### src/rtl/alu32_arb_pkg.sv
// alu32_arb_pkg: shared op codes, arbiter state encoding and counter width.
package alu32_arb_pkg;
    localparam logic [2:0] ALU_AND = 3'b000;
    localparam logic [2:0] ALU_OR  = 3'b001;
    localparam logic [2:0] ALU_ADD = 3'b010;
    localparam logic [2:0] ALU_XOR = 3'b011;
    localparam logic [2:0] ALU_NOR = 3'b100;
    localparam logic [2:0] ALU_SLT = 3'b101;
    localparam logic [2:0] ALU_SUB = 3'b110;
    localparam logic [2:0] ALU_SLL = 3'b111;
    typedef enum logic {ST_IDLE = 1'b0, ST_HOLD = 1'b1} arb_st_e;
    localparam int ARB_CNT_W = 16;
endpackage

### src/rtl/alu32.sv
// alu32: combinational 32-bit ALU; SLT is a signed compare, SLL shifts by B[4:0].
module alu32
    import alu32_arb_pkg::*;
#(
    parameter int W = 32
) (
    input  logic [W-1:0] A,
    input  logic [W-1:0] B,
    input  logic [2:0]   S,
    output logic [W-1:0] R
);
    always_comb begin
        R = '0;
        case (S)
            ALU_AND: R = A & B;
            ALU_OR:  R = A | B;
            ALU_ADD: R = A + B;
            ALU_XOR: R = A ^ B;
            ALU_NOR: R = ~(A | B);
            ALU_SLT: R = {{(W-1){1'b0}}, $signed(A) < $signed(B)};
            ALU_SUB: R = A - B;
            default: R = A << B[4:0];
        endcase
    end
endmodule

### src/rtl/alu32_arbiter.sv
// alu32_arbiter: round-robin sharing of one alu32 between two valid/ready requesters.
// Optional ALU32_ARB_PERF_EN adds grant and conflict counters.
module alu32_arbiter
    import alu32_arb_pkg::*;
#(
    parameter int W = 32
) (
    input  logic         clk,
    input  logic         rst,
    input  logic         req0_valid,
    output logic         req0_ready,
    input  logic [2:0]   req0_op,
    input  logic [W-1:0] req0_a,
    input  logic [W-1:0] req0_b,
    input  logic         req1_valid,
    output logic         req1_ready,
    input  logic [2:0]   req1_op,
    input  logic [W-1:0] req1_a,
    input  logic [W-1:0] req1_b,
    output logic         resp0_valid,
    input  logic         resp0_ready,
    output logic         resp1_valid,
    input  logic         resp1_ready,
    output logic [W-1:0] resp_result,
    output logic         resp_zero
`ifdef ALU32_ARB_PERF_EN
    ,
    output logic [ARB_CNT_W-1:0] grant_cnt0,
    output logic [ARB_CNT_W-1:0] grant_cnt1,
    output logic [ARB_CNT_W-1:0] conflict_cnt
`endif
);
    arb_st_e      st_q, st_d;
    logic         owner_q, owner_d, last_q, last_d, zero_q, zero_d;
    logic [W-1:0] result_q, result_d, alu_r;
    logic         slot_free, grant, both, accept;
    alu32 #(.W(W)) u_alu (
        .A(grant ? req1_a : req0_a),
        .B(grant ? req1_b : req0_b),
        .S(grant ? req1_op : req0_op),
        .R(alu_r)
    );
    // Slot frees in the same cycle the owner consumes, enabling 1/cycle throughput.
    always_comb begin
        slot_free = (st_q == ST_IDLE) | (owner_q ? resp1_ready : resp0_ready);
        both      = req0_valid & req1_valid;
        grant     = both ? ~last_q : req1_valid;
        accept    = ~rst & slot_free & (req0_valid | req1_valid);
        st_d      = accept ? ST_HOLD : (slot_free ? ST_IDLE : st_q);
        owner_d   = accept ? grant : owner_q;
        last_d    = accept ? grant : last_q;
        result_d  = accept ? alu_r : result_q;
        zero_d    = accept ? (alu_r == '0) : zero_q;
    end
    always_ff @(posedge clk) begin
        if (rst) begin
            st_q     <= ST_IDLE;
            owner_q  <= 1'b0;
            last_q   <= 1'b1;
            result_q <= '0;
            zero_q   <= 1'b1;
        end else begin
            st_q     <= st_d;
            owner_q  <= owner_d;
            last_q   <= last_d;
            result_q <= result_d;
            zero_q   <= zero_d;
        end
    end
    assign req0_ready  = accept & ~grant;
    assign req1_ready  = accept & grant;
    assign resp0_valid = (st_q == ST_HOLD) & ~owner_q;
    assign resp1_valid = (st_q == ST_HOLD) & owner_q;
    assign resp_result = result_q;
    assign resp_zero   = zero_q;
`ifdef ALU32_ARB_PERF_EN
    logic [ARB_CNT_W-1:0] gc0_q, gc1_q, cc_q;
    always_ff @(posedge clk) begin
        if (rst) begin
            gc0_q <= '0;
            gc1_q <= '0;
            cc_q  <= '0;
        end else begin
            gc0_q <= gc0_q + ARB_CNT_W'(accept & ~grant);
            gc1_q <= gc1_q + ARB_CNT_W'(accept & grant);
            cc_q  <= cc_q + ARB_CNT_W'(accept & both);
        end
    end
    assign grant_cnt0   = gc0_q;
    assign grant_cnt1   = gc1_q;
    assign conflict_cnt = cc_q;
`endif
endmodule

### config.mk
export PLATFORM = sky130hd
export DESIGN_NAME = alu32_arbiter
export DESIGN_NICKNAME = d
export VERILOG_FILES = /design/src/rtl/alu32_arb_pkg.sv /design/src/rtl/alu32.sv /design/src/rtl/alu32_arbiter.sv
export SDC_FILE = /design/constraint.sdc
export NUM_CORES = 1
export LEC_CHECK = 0
export ABC_AREA = 1
export CAP_MARGIN = 20
export CELL_PAD_IN_SITES_DETAIL_PLACEMENT = 1
export CELL_PAD_IN_SITES_GLOBAL_PLACEMENT = 1
export CORE_MARGIN = 4
export CORE_UTILIZATION = 37
export CTS_BUF_LIST = sky130_fd_sc_hd__clkbuf_8
export DETAILED_ROUTE_END_ITERATION = 6
export HOLD_SLACK_MARGIN = 0.12
export PLACE_DENSITY_LB_ADDON = 0.1
export SYNTH_ARGS = -nofsm -noshare
export SYNTH_HDL_FRONTEND = slang
export SYNTH_SLANG_ARGS = --single-unit
### constraint.sdc
create_clock -name clk -period 4.7 [get_ports clk]
set_input_delay 0.94 -clock clk [delete_from_list [all_inputs] [get_ports clk]]
set_output_delay 0.94 -clock clk [all_outputs]
set_load 0.005 [all_outputs]
# --- Word level (Yosys, flattened, before mapping) ---
# Index checks and enable logic that the tools add are counted.
word_totals:
  regBits: 36
  latch_bits: 0
  mem_bits_rw: 0
  romBits: 0
  inputBits: 140
  out_inout_bits: 37
  word_cells: 44
  mem_count: 0
classes:
  n_addsub: 2
  mul: 0
  div: 0
  n_lt_le_gt_ge: 1
  eq_ne: 6
  shift: 1
  mux: 8
  bitwise: 18
  n_reduce_logical: 3
ops:
  columns: ["operator", "n"]
  rows:
  - ["32-bit one-hot mux with 7 select lines", 1]
  - ["32-bit 2-to-1 mux", 2]
  - ["32-bit adder", 1]
  - ["32-bit bitwise AND", 1]
  - ["32-bit logical NOT", 1]
  - ["32-bit < comparator", 1]
  - ["32-bit NOT", 1]
  - ["32-bit bitwise OR", 1]
  - ["32-bit by 5-bit << shifter with 32-bit output", 1]
  - ["32-bit subtractor", 1]
  - ["32-bit XOR", 1]
  - ["3-bit == test (second input constant)", 3]
  - ["1-bit bitwise AND", 7]
  - ["3-bit by 2-bit == test with 1-bit output (second input constant)", 2]
  - ["1-bit NOT", 5]
  - ["1-bit 2-to-1 mux", 4]
  - ["3-bit by 1-bit == test with 1-bit output (second input constant)", 1]
  - ["3-bit logical NOT", 1]
  - ["3-bit 2-to-1 mux", 1]
  - ["1-bit bitwise OR", 2]
  - ["2-bit nonzero test", 1]

# --- Longest topological paths before layout ---
# Gate-level depths: netlist of run 1.
depth:
  word_depth: 7
  depth_mapped: 31
  depth_no_buf: 29

# --- By module ---
# A second synthesis of run 1 with hierarchy kept.
hier_totals:
  cells_unflattened: 2089
  hier_area_um2: 10635.2
modules_own_cells:
  columns: ["module", "instances", "cells_each", "area_each_um2", "seq_area_each_um2"]
  rows:
  - ["alu32", 1, 1673, 8309.2, 0.0]
  - ["alu32_arbiter", 1, 416, 2326.0, 720.7]

# --- Worst setup path after synthesis of run 1 ---
# OpenSTA, ideal clock, no wires.
synth_path:
  kind: "input to register"
  from: "in req0_valid"
  to: "reg zero_q, in the netlist resp_zero"
  setup_ns: 0.059
  t_arrival_ns: 3.961
  required_ns: 4.641
  slack_ns: 0.679
  path_stages: 24
  n_path_buf: 5
  path_cell_list: "nand2_2 nand2_2 buf_4 buf_4 buf_2 buf_1 o21ai_0 ha_1 clkbuf_1 nand2_1 nor2_1 inv_1 nor3_1 a21boi_0 o21ai_0 nand2_1 a21oi_1 o21ai_0 nand3_1 nor2_1 nand2_1 nor2_1 nand3_1 nand2_1"
synth_between:
  elab_chain_cells: 7
  elab_cells_between_ends: 24
  cone_classes: "add/sub (2); order compare (1); eq/ne (6); shift (1); mux (5); bitwise (7); reduce/logical (2)"
synth_rtl:
  columns: ["element", "line_no", "source"]
  rows:
  - ["start, declared", "alu32_arbiter.sv:10", "input logic req0_valid,"]
  - ["branches (longest 7 deep; another with 32-bit subtractor)", null, null]
  - ["end signal, assigned", "alu32_arbiter.sv:67", "zero_q <= zero_d;"]
  - ["end, declared", "alu32_arbiter.sv:34", "logic owner_q, owner_d, last_q, last_d, zero_q, zero_d;"]
# Several ways; the timed one is not identified.
# A chain may end at the register's enable or synchronous reset.

# --- Worst setup path after layout of run 1 ---
# Ends and elaborated chain as after synthesis.

==> results of run 1 <==
-- where the power goes --
group / switching (mW) / total, mW / internal (mW) / leakage [nW]
sequential: 0.0269 / 0.372 / 0.345 / 0.296
combinational: 1.75 / 2.82 / 1.07 / 6.60
clock: 0.136 / 0.293 / 0.157 / 0.0541
total: 1.91 / 3.49 / 1.57 / 6.95
-- cell usage after synthesis (2+ instances only) --
cell type	instances	area, um^2
nand2_2	9	56.3
a21o_1	3	22.5
o2111ai_1	4	35.0
xnor2_1	2	17.5
a21oi_1	85	425
nand4_1	26	163
clkinv_1	3	11.3
a211oi_1	3	22.5
o22ai_1	8	50.1
buf_4	8	60.1
buf_6	4	45.0
nor2_1	170	638
buf_1	6	22.5
a221oi_1	14	123
a21boi_0	4	30.0
o211ai_1	24	180
buf_2	30	150
inv_2	6	22.5
o21ai_0	102	510
nand3b_1	7	52.6
o21bai_1	8	60.1
nand3_1	318	1590
o21ai_1	12	60.1
nor3_1	23	115
fa_1	2	40.0
inv_1	268	1010
nor2_2	2	12.5
a22o_1	15	131
o21a_1	3	22.5
or2_1	2	12.5
clkbuf_1	38	143
a31oi_1	6	37.5
o21ai_4	2	32.5
o21ai_2	4	35.0
ha_1	99	1240
nor4_1	2	12.5
and2_1	3	18.8
dfxtp_1	36	721
nand2_1	570	2140
-- timing repair --
| item | in CTS | in global routing |
|---|---|---|
| setup endpoints to repair | 2 | 12 |
| resized for setup | 4 | 62 |
| setup buffers | 0 | 3 |
| pin swaps | 0 | 5 |
-- logic make-up (layout without fill, tap and decap cells) --
family                     after synthesis  in the layout  synth area share (%)
AOI/OAI and AO/OA                      301            301                  17.9
xor gates and xnor gates                 3              3                 0.259
adders and majority gates              101            101                  12.6
buffers and inverters                  363            661                  14.4
DFF                                     36             36                  7.10
and+or+nand+nor                       1136           1136                  47.8
-- flip-flops by register name, indices dropped and copies added, names as in the netlist --
register	count
resp_zero	1
last_q	1
st_q	1
owner_q	1
resp_result	32
-- layer usage --
layer  share of wire (%)  global-route usage, %
met2                  46                   63.2
met1                  40                   43.4
met4                 8.4                   24.7
met3                 5.1                   3.88
met5                   0                      0
-- worst max path at each step --
stage	slack, ns	end
finish	0.09	resp_zero
detailed placement	-0.49	resp_zero
CTS	0.0009	resp_zero
floorplan	0.68	resp_zero
global route	-0.05	resp_zero
global placement	-0.35	resp_zero
-- worst max-delay path, cell delays in order --
cell	delay [ns]
clkdlybuf4s50_1	0.52
nand2_2	0.10
nand2_4	0.11
buf_12	0.17
buf_4	0.16
o21ai_1	0.09
buf_4	0.15
ha_1	0.40
buf_4	0.18
inv_1	0.07
a21oi_1	0.30
o21ai_1	0.19
a21oi_2	0.26
o21bai_1	0.10
a21oi_2	0.18
nand3_1	0.10
nand3_1	0.16
nand3_2	0.14
nor2_4	0.16
nand2_1	0.07
nor2_1	0.11
nand3_1	0.09
nand2_1	0.06
-- area by class of cell --
class,count,area share [%]
clock buffer,5,0.501
clock inverter,3,0.310
inverter,277,7.56
multi-input combinational,1541,59.2
sequential,36,5.24
tap,341,3.10
timing repair buffer,376,24.1
-- stage by stage --
stage	hold WS (ns)	instances	util, %
finish	0.469	2579	51.0
global route	0.499	2579	51.0
CTS	0.469	2576	50.3
detailed placement	0.459	2568	49.8
global placement	0.442	2568	49.8
floorplan	0.452	1940	-
==> run metrics, run 1 <==
GP Congestion=1.01; Initial DRC Count=1311; run status=complete, no violations; CTS tree=done; Syn Inst Count=1940; total gr overflow=0; max_slew headroom=33.0%; area of the multi-input gates=8140 um^2; final setup margin=0.0946 ns; syn avg cell area=5.23 um^2; mapped cell area=10100 um^2; Worst-Skew Late Latency=0.31 ns; DRT Wirelength=58.2 mm; Tot Pwr=3.49 mW; Setup violations, final=0; reg2reg start=last_q; Core ar.=27000 um^2; CP startpoint=req0_valid; r2r endpoint=resp_zero; NumNets Final=2478; MaxCap Viol Count=0; Die Span Y=174 um; setup TNS=0 ns; WP data arrival=4.86 ns; commonest cells after routing, fill and taps aside=nand2_1, nand3_1, inv_1; share of cells above drive strength 1=12.6%; hold buffer count at cts=0; crit end category=flop; ratio of final minimum period to clock period=98.0%; Die ar.=30100 um^2; Main synth FF type=dfxtp_1; first-pass detailed-route iteration total=5; largest net degree at the start of global routing=45; I/O Buffers=176; Post-synth EDFFs=0; Root Driver=clkbuf_8; Longest Clk Path Bufs=2; Crit Path Class=input pin to flop; total global routing track utilization=36.8%; P&R area growth vs syn=35.5%; Net Count, Synth=2181; R2R cell count=23; total number of vias=14800; post-route cell area=13700 um^2; initial core utilization=37.6%; Synth Register Bits=36; Residual DRC=0; first-pass GRT wire length=87.9 mm; hold path endpoint=resp_result[28]; post-place instance area=13400 um^2; Seq/Total Area, Yosys=7.10%; Hold Crit Depth=2; Min-Delay Startpoint=resp_result[28]; worst clock skew=0.0110 ns; measured slew at the worst slew-check pin=1.00 ns; FMAX=0.217 GHz; YS warnings=0; VDD IR max=0.129 mV; antenna violations before repair=0; Hold Crit Class=flop to flop; commonest non-fill, non-tap cell in the layout=nand2_1; fin. max-slew vios=0; Required @ worst endpoint=4.95 ns; fillers=3915; Synth async-reset ratio=0%; sequential cell area=721 um^2; Detail Placement HPWL=49.6 mm; cts bufs inserted=5; worst-path fanout max=25; Clock H-tree levels=2; Netlist cell types=48; vias in the first global route=15300; FF-to-FF setup slack=0.91 ns; hold violation count in the final report=0; Setup WS pre-CTS=-0.490 ns; Die Wd=174 um; vias per cell=5.73; cell area power density=254 nW/um^2; post-route ant nets=0; Clock transition at path regs=0.09 ns; startpoint class of the critical path=input pin; Min Clock Period, post-route=4.61 ns; row count=60; io pins=177; CTS Sinks=36; routed len/inst=22.6 um; ANT cells=0; leakage=6.95 nW
No activity file was read; power rests on OpenSTA's default activity.
==> inputs of run 2 (changes only) <==
--- a/config.mk
+++ b/config.mk
@@ -15,6 +15,7 @@
 export DETAILED_ROUTE_END_ITERATION = 6
 export HOLD_SLACK_MARGIN = 0.12
 export PLACE_DENSITY_LB_ADDON = 0.1
+export SLEW_MARGIN = 25
 export SYNTH_ARGS = -nofsm -noshare
 export SYNTH_HDL_FRONTEND = slang
 export SYNTH_SLANG_ARGS = --single-unit
==> constraint.sdc (replaced) <==
create_clock -name clk -period 4.5 [get_ports clk]
set_input_delay 0.9 -clock clk [delete_from_list [all_inputs] [get_ports clk]]
set_output_delay 0.9 -clock clk [all_outputs]
set_load 0.005 [all_outputs]
==> run 2 against run 1 <==
  * Hold slack got worse by 0.0012 ns
  * Cell count grew 8.4%
  * Clock-buffer cell count unchanged
  * Clock skew is 0.0046 ns lower
  * Sequential share of layout area decreased by 0.68 points
  * Wire length rose by 10%
  * Global-route usage up 2.0 points
  * Core utilization rose by 7.6 points
  * Clock power is 5% higher
  * Non-clock buffer count is 216 higher
  * Power grew 21%
==> run metrics, run 2 (synthesized netlist as in run 1, its figures left out) <==
run status=complete, no violations; Crit Path Class=input pin to flop; fin. max-slew vios=0 (unchanged); antenna violations before repair=0 (unchanged); placed cells=2772 (+7.9%); sequential cell area=721 um^2 (unchanged); final setup margin=0.0487 ns (-0.0460 ns); first-pass GRT wire length=93.1 mm (+5.8%); leakage=8.05 nW (+16%); Die Span Y=174 um (unchanged); first-pass detailed-route iteration total=5 (unchanged); fillers=3866 (-1.3%); largest net degree at the start of global routing=45 (unchanged); final core utilization=58.6% (+7.6 points); post-route ant nets=0 (unchanged); hold buffer count at cts=0 (unchanged); Clock H-tree levels=2 (unchanged); commonest non-fill, non-tap cell in the layout=nand2_1; DRT Wirelength=64.2 mm (+10%); initial core utilization=37.6% (unchanged); CTS tree=done; commonest cells after routing, fill and taps aside=nand2_1, buf_4, nand3_1; total gr overflow=0 (unchanged); FMAX=0.225 GHz; total number of vias=16000 (+8.6%); Residual DRC=0 (unchanged); routed len/inst=23.0 um (+1.8%); Min Clock Period, post-route=4.45 ns; ratio of final minimum period to clock period=98.9%; area of the multi-input gates=8490 um^2 (+4.3%); max_slew headroom=30.4% (-2.5 points); Initial DRC Count=1478 (+13%); Setup violations, final=0 (unchanged); Detail Placement HPWL=52.7 mm (+6.3%); Root Driver=clkbuf_8; share of cells above drive strength 1=22.9% (+10 points); ANT cells=0 (unchanged); setup TNS=0 ns (unchanged); MaxCap Viol Count=0 (unchanged); cell area power density=268 nW/um^2 (+5.7%); Core ar.=27000 um^2 (unchanged); WP data arrival=4.71 ns (-0.15 ns); I/O Buffers=176 (unchanged); GP Congestion=1.06 (+4.5%); Setup WS pre-CTS=-0.669 ns (-0.179 ns); crit end category=flop; vias in the first global route=16500 (+8.1%); CTS Sinks=36 (unchanged); worst clock skew=0.00634 ns (-0.00461 ns); worst-path fanout max=13 (-48%); io pins=177 (unchanged); Worst-Skew Late Latency=0.32 ns (about the same); cts bufs inserted=5 (unchanged); Hold Crit Class=flop to flop; P&R area growth vs syn=55.7%; vias per cell=5.74 (+0.19%); row count=60 (unchanged); total global routing track utilization=38.9% (+2.0 points); Die Wd=174 um (unchanged); Clock transition at path regs=0.08 ns (about the same); NumNets Final=2694 (+8.7%); VDD IR max=0.160 mV (+24%); max reg flops=32 (unchanged); Longest Clk Path Bufs=2 (unchanged); hold violation count in the final report=0 (unchanged); Required @ worst endpoint=4.76 ns (-0.19 ns); startpoint class of the critical path=input pin; fin cells=2795 (+8.4%); measured slew at the worst slew-check pin=1.04 ns (+0.0380 ns); Die ar.=30100 um^2 (unchanged)
-- run 2: cell types whose count changed in the layout (fill, tap and decap cells not counted), moves of 5 or more --
| cell | before | now |
|---|---|---|
| ha_4 | 1 | 10 |
| o21ai_0 | 92 | 83 |
| ha_2 | 7 | 14 |
| a21oi_2 | 9 | 21 |
| nand3_2 | 7 | 13 |
| nand2_1 | 562 | 556 |
| nor2_1 | 160 | 147 |
| nand2_2 | 16 | 21 |
| nand3_1 | 312 | 305 |
| o21ai_1 | 20 | 25 |
| ha_1 | 91 | 75 |
| nor2_2 | 11 | 21 |
| a21oi_1 | 76 | 64 |
| buf_4 | 195 | 406 |
-- run 2: final timing paths --
check	startpoint	end	slack, ns	depth (start not counted)
setup / recovery	req1_valid	resp_zero	0.05	22
hold / removal	resp_result[28]	resp_result[28]	0.47	2
setup reg to reg	last_q	resp_zero	0.59	22
hold reg to reg	resp_result[28]	resp_result[28]	0.47	2
-- run 2: critical path, cell delays in order --
cell and delay (ns):
dlygate4sd2_1 0.39, nand2_8 0.15, buf_12 0.18, buf_6 0.14, buf_8 0.14, nand2_1 0.06, nand2_1 0.14, ha_4 0.37
inv_1 0.08, a21oi_1 0.29, and2_1 0.19, nand2_1 0.15, nand3b_1 0.18, buf_4 0.13, nand3_1 0.07, nand3_1 0.22
nand3_1 0.22, nor3_2 0.29, nand3_1 0.10, nor2_1 0.12, nand3_1 0.12, nand2_1 0.07
-- run 2: layout make-up --
type / instances / share of cell area (%)
clock buffer: 5 / 0.436
clock inverter: 3 / 0.269
inverter: 277 / 6.60
multi-input combinational: 1541 / 53.8
sequential: 36 / 4.56
tap: 341 / 2.70
timing repair buffer: 592 / 31.7
-- run 2: layer usage --
metal	GRT usage [%]	share of wire, %	vias to the layer above	wire, um
met1	45.1	38	7617	24700
li1	-	-	7359	-
met3	5.30	6.2	258	3980
met4	28.4	9.1	0	5840
met5	0	0	-	0
met2	65.5	46	802	29700
-- run 2: power breakdown --
| part | internal, mW | total [mW] | switching, mW |
|---|---|---|---|
| logic | 1.50 | 3.54 | 2.04 |
| registers | 0.360 | 0.386 | 0.0259 |
| clock network | 0.164 | 0.307 | 0.143 |
-- run 2: repair_timing --
item                       in CTS  in global routing
resized for setup              34                127
setup buffers                   3                 10
gates cloned                    0                  2
pin swaps                       4                 19
setup endpoints to repair       4                 11
-- run 2: metrics by stage --
stage,hold slack (ns),power [mW],instance area [um^2]
6_report,0.468,4.23,15800
5_1_grt,0.504,4.48,15800
4_1_cts,0.466,3.95,15200
3_5_place_dp,0.450,3.60,15000
3_3_place_gp,0.441,3.49,15000
2_1_floorplan,0.452,1.85,10100
